## config.mk

```make
export PLATFORM = sky130hd
export DESIGN_NAME = bsg_negedge_capture_fifo
export DESIGN_NICKNAME = d
export VERILOG_FILES = /design/src/rtl/bsg_negedge_capture_pkg.sv /design/src/rtl/bsg_negedge_capture_mem.sv /design/src/rtl/bsg_negedge_capture_fifo.sv
export SDC_FILE = /design/constraint.sdc
export NUM_CORES = 1
export LEC_CHECK = 0
export ABC_AREA = 1
export BUFFER_PORTS_ARGS = -buffer_cell sky130_fd_sc_hd__buf_2
export CAP_MARGIN = 20
export CORE_MARGIN = 2
export CORE_UTILIZATION = 25
export CTS_CLUSTER_SIZE = 10
export DETAILED_ROUTE_END_ITERATION = 6
export PLACE_DENSITY = 0.44
export RECOVER_POWER = 50
export SLEW_MARGIN = 20
export SYNTH_ARGS = -nofsm -noshare
export SYNTH_HDL_FRONTEND = slang
export SYNTH_SLANG_ARGS = --single-unit
```

## constraint.sdc

```tcl
create_clock -name clk_i -period 2.9 [get_ports clk_i]
set_input_delay 0.725 -clock clk_i [delete_from_list [all_inputs] [get_ports clk_i]]
set_output_delay 0.725 -clock clk_i [all_outputs]
set_load 0.01 [all_outputs]
```

## src/rtl/bsg_negedge_capture_pkg.sv

```systemverilog
// bsg_negedge_capture_pkg: shared widths, status flags and defaults for the negedge capture FIFO
package bsg_negedge_capture_pkg;
  localparam int default_width_p = 16;
  localparam int default_els_p = 2;
  typedef struct packed {
    logic overflow;
    logic parity_err;
  } status_t;
  function automatic int ptr_w(input int els);
    return $clog2(els);
  endfunction
  function automatic int cnt_w(input int els);
    return $clog2(els + 1);
  endfunction
endpackage

```

## src/rtl/bsg_negedge_capture_mem.sv

```systemverilog
// bsg_negedge_capture_mem: els_p x width_p storage, posedge write, async read, no reset
module bsg_negedge_capture_mem
  import bsg_negedge_capture_pkg::*;
#(
  parameter int width_p = default_width_p,
  parameter int els_p = default_els_p
) (
  input  logic                      clk_i,
  input  logic                      w_v_i,
  input  logic [ptr_w(els_p)-1:0]   w_addr_i,
  input  logic [width_p-1:0]        w_data_i,
  input  logic [ptr_w(els_p)-1:0]   r_addr_i,
  output logic [width_p-1:0]        r_data_o
);
  logic [width_p-1:0] mem_q [els_p];
  // capture the negedge-launched word on the rising edge
  always_ff @(posedge clk_i)
    if (w_v_i) mem_q[w_addr_i] <= w_data_i;
  assign r_data_o = mem_q[r_addr_i];
endmodule

```

## src/rtl/bsg_negedge_capture_fifo.sv

```systemverilog
// bsg_negedge_capture_fifo: posedge capture FIFO for negedge-launched words; optional parity via BSG_NEGEDGE_CAPTURE_PARITY_EN
module bsg_negedge_capture_fifo
  import bsg_negedge_capture_pkg::*;
#(
  parameter int width_p = default_width_p,
  parameter int els_p = default_els_p
) (
  input  logic               clk_i,
  input  logic               reset_n_i,
  input  logic               v_i,
  input  logic [width_p-1:0] data_i,
  output logic               ready_o,
  output logic               v_o,
  output logic [width_p-1:0] data_o,
  input  logic               yumi_i,
`ifdef BSG_NEGEDGE_CAPTURE_PARITY_EN
  input  logic               parity_i,
  output logic               parity_err_o,
`endif
  output logic               overflow_o
);
  localparam int pw = ptr_w(els_p);
  localparam int cw = cnt_w(els_p);
  logic [pw-1:0] wr_ptr_q, wr_ptr_d, rd_ptr_q, rd_ptr_d;
  logic [cw-1:0] count_q, count_d;
  status_t status_q, status_d;
  logic [width_p-1:0] rd_data;
  logic enq, deq, par_bad;
  assign ready_o = count_q != cw'(els_p);
  assign v_o = count_q != '0;
  assign enq = v_i & ready_o;
  assign deq = yumi_i & v_o;
  assign data_o = v_o ? rd_data : '0;
  assign overflow_o = status_q.overflow;
`ifdef BSG_NEGEDGE_CAPTURE_PARITY_EN
  assign par_bad = ^{data_i, parity_i};
  assign parity_err_o = status_q.parity_err;
`else
  logic unused_parity_err;
  assign par_bad = 1'b0;
  assign unused_parity_err = status_q.parity_err;
`endif
  // next pointers, occupancy and sticky flags; full blocks enqueue even when dequeuing
  always_comb begin
    wr_ptr_d = wr_ptr_q + pw'(enq);
    rd_ptr_d = rd_ptr_q + pw'(deq);
    count_d = count_q + cw'(enq) - cw'(deq);
    status_d.overflow = status_q.overflow | (v_i & ~ready_o);
    status_d.parity_err = status_q.parity_err | (enq & par_bad);
  end
  // state registers; reset drops all held words immediately
  always_ff @(posedge clk_i or negedge reset_n_i)
    if (!reset_n_i) begin
      wr_ptr_q <= '0;
      rd_ptr_q <= '0;
      count_q <= '0;
      status_q <= '0;
    end else begin
      wr_ptr_q <= wr_ptr_d;
      rd_ptr_q <= rd_ptr_d;
      count_q <= count_d;
      status_q <= status_d;
    end
  bsg_negedge_capture_mem #(.width_p(width_p), .els_p(els_p)) mem (
    .clk_i(clk_i),
    .w_v_i(enq),
    .w_addr_i(wr_ptr_q),
    .w_data_i(data_i),
    .r_addr_i(rd_ptr_q),
    .r_data_o(rd_data)
  );
  yumi_without_valid: assert property (@(posedge clk_i) disable iff (!reset_n_i) yumi_i |-> v_o);
endmodule
```

==> flow_metrics.py <==
metrics = {
    "outcome": {
        "outcome": "completed",
    },
    "synth": {
        "synthCells": 118,
        "ys_seq_area_share_pct": 71.3,
        "synth_fp_nets": 140,
        "ys_types": 17,
        "yosys_warnings": 0,
        "avgSynthCellArea_um2": 12.9,
        "syn_area_mm2": 0.00152,
        "ys_ff_latch": 37,
    },
    "routing": {
        "wire_per_inst_um": 13.3,
        "drtIter0Drc": 70,
        "num_vias": 961,
        "routed_wl_mm": 3.13,
        "viasPerCell": 4.09,
        "dr.pass1.iters": 4,
        "ant_nets": 0,
        "drc": 0,
    },
    "sta": {
        "rsz0062_at_grt": "false",
        "period_share_pct": 82.9,
        "slew_headroom_pct": 7.63,
        "hold_viol_final": 0,
        "fin_skew_ns": 0.00449,
        "maxSlewViolCount": 0,
        "fin_ws_ns": 0.496,
        "min_period_ns": 2.40,
        "worstMarginPinSlew_ns": 1.38,
        "setup_viol": 0,
        "fin_tns_setup_ns": 0,
        "timing.fmax_mhz": 416,
        "worst_hold_slack_ns": 0.284,
    },
    "power": {
        "seqPwrFrac_pct": 43.5,
        "max-vdd-ir-drop_uv": 439,
        "power_switching_uw": 726,
        "clockPowerShare_pct": 18.2,
        "swShare_pct": 38.7,
        "p_int_mw": 1.15,
        "power_mw": 1.88,
        "combPwrFrac_pct": 38.3,
        "p_leak_nw": 0.718,
        "powerDensity_mw_per_mm2": 1030,
    },
    "global_routing": {
        "grt_pass1_wl_mm": 5.01,
        "grt_max_degree": 18,
        "grt_antenna_before_repair": 0,
        "grt_pass1_vias": 1029,
        "grt_overflow_total": 0,
        "grtUsageTotal_pct": 10.3,
    },
    "setup_path": {
        "cp_max_fo": 17,
        "worst-setup-path-type": "reg2out",
        "slowest_stage": "dfrtp_1",
        "crit_chain": "inv_4, nand2_1, a21oi_1, buf_2",
        "crit_buf_inv": 2,
        "cp.required_ns": 2.17,
        "endpoint_kind": "primary output",
        "arrival_ns": 1.68,
        "cp_top_family": "flip-flops",
        "worst_setup_path_start_kind": "flop",
        "critPathMaxStageDelay_ns": 0.61,
    },
    "clocking": {
        "cts.repair.resized": 0,
        "cts_tree": "built",
        "hold_buffers": 0,
        "cts_setup_buffers": 0,
        "clock_path_buffers": 2,
        "cts_root_buf": "clkbuf_8",
        "numCtsBuffers": 5,
        "clk_latency_ns": 0.28,
        "cts.sinks": 37,
        "cts.reportedPaths.clkPinSlew_ns": 0.07,
        "htree_levels": 2,
    },
    "floorplanning": {
        "die-width_um": 82.1,
        "die_area_mm2": 0.00674,
        "start_util_pct": 25.7,
        "core_area_mm2": 0.00592,
        "placementRows": 28,
        "ios": 39,
        "die_h_um": 82.1,
    },
    "placed_design": {
        "dp_hpwl_mm": 2.18,
        "gp_routability_congestion": 0.649,
        "numPortBuffers": 38,
        "dp_slack_ns": 0.781,
    },
    "finish": {
        "diodes": 0,
        "drive_above_1_share_pct": 26.9,
        "finalNetCount": 181,
        "syn2layout_area_growth_pct": 19.9,
    },
    "run": {
        "max-cap-violations": 0,
    },
    "worst_hold_path": {
        "hp-class": "in2async",
    },
}
synthesized netlist by cell type, drive strengths merged:
master / count / area share (%)
edfxtp: 32 / 63
nand3: 1 / 0.33
nand2: 44 / 11
a31o: 1 / 0.57
dfrtp: 5 / 8.2
inv: 9 / 2.4
xor2: 1 / 0.57
a21oi: 16 / 7.7
buf: 4 / 2.5
ha: 2 / 1.6
nor2: 3 / 1.7
power groups by stage:
stage	Combinational, mW	Clock (mW)	Sequential, mW
2_1_floorplan	0.550	0	0.784
3_3_place_gp	0.735	0	0.829
3_5_place_dp	0.751	0	0.835
4_1_cts	0.753	0.355	0.823
5_1_grt	0.813	0.372	0.838
6_report	0.719	0.342	0.818
cell type report:
class / instances / area, um2
inverter: 9 / 36.3
sequential: 37 / 1090
clock buffer: 8 / 80.1
timing repair buffer: 38 / 171
fill: 630 / 4090
multi-input combinational: 68 / 359
tap: 75 / 93.8
state kept, by name, summed over array words and instances (netlist names):
signal	count
mem.mem_q	32
count_q	2
overflow_o	1
rd_ptr_q	1
wr_ptr_q	1
placed cells by master (no fill, tap or decap):
cell,instances
buf_2,23
a31o_2,1
nand2_2,1
a21oi_1,6
nand2_1,43
edfxtp_1,32
inv_4,1
dfrtp_1,5
ha_1,2
nor2_4,2
clkbuf_8,5
a21oi_2,10
xor2_1,1
nand3_1,1
nor2_1,1
clkbuf_1,18
inv_1,8
worst paths after layout:
check	depth (start not counted)	start	to	slack [ns]
max	4	rd_ptr_q	data_o[4]	0.50
min	1	reset_n_i	count_q[0]	0.28
min reg2reg	1	overflow_o	overflow_o	0.47
min in group clk_i	1	overflow_o	overflow_o	0.47
max in group asynchronous	1	reset_n_i	rd_ptr_q	2.40
max reg2reg	4	count_q[0]	mem.mem_q[1][5]	0.73
layer usage:
metal | vias to the layer above | GRT usage (%) | routed length [um]
met3 | 6 | 3.30 | 247
met5 | - | 0 | 0
met2 | 35 | 16.2 | 1410
met4 | 0 | 5.00 | 34
met1 | 441 | 12.9 | 1440
li1 | 479 | - | -
logic make-up (layout without fill, tap and decap cells):
kind of cell	count (synthesis)	after routing	share of synthesized area (%)
xor+xnor	1	1	0.575
compound gates	17	17	8.29
flops	37	37	71.3
buf+inv	13	55	4.84
fa+ha+maj	2	2	1.64
simple gates	48	48	13.4
worst register-to-register path: stages (launching register included):
cell and delay, ns:
dfrtp_1 0.41, inv_1 0.11, nand2_1 0.10, nand2_1 0.11
nor2_1 1.04
per-stage QoR:
stage | util (%) | cell area (um2) | cells
floorplan | - | 1520 | 118
global placement | 29.9 | 1770 | 227
detailed placement | 29.9 | 1770 | 227
CTS | 31.3 | 1850 | 235
global route | 30.9 | 1830 | 235
finish | 30.9 | 1830 | 235
No activity file was read; power rests on OpenSTA's default activity.
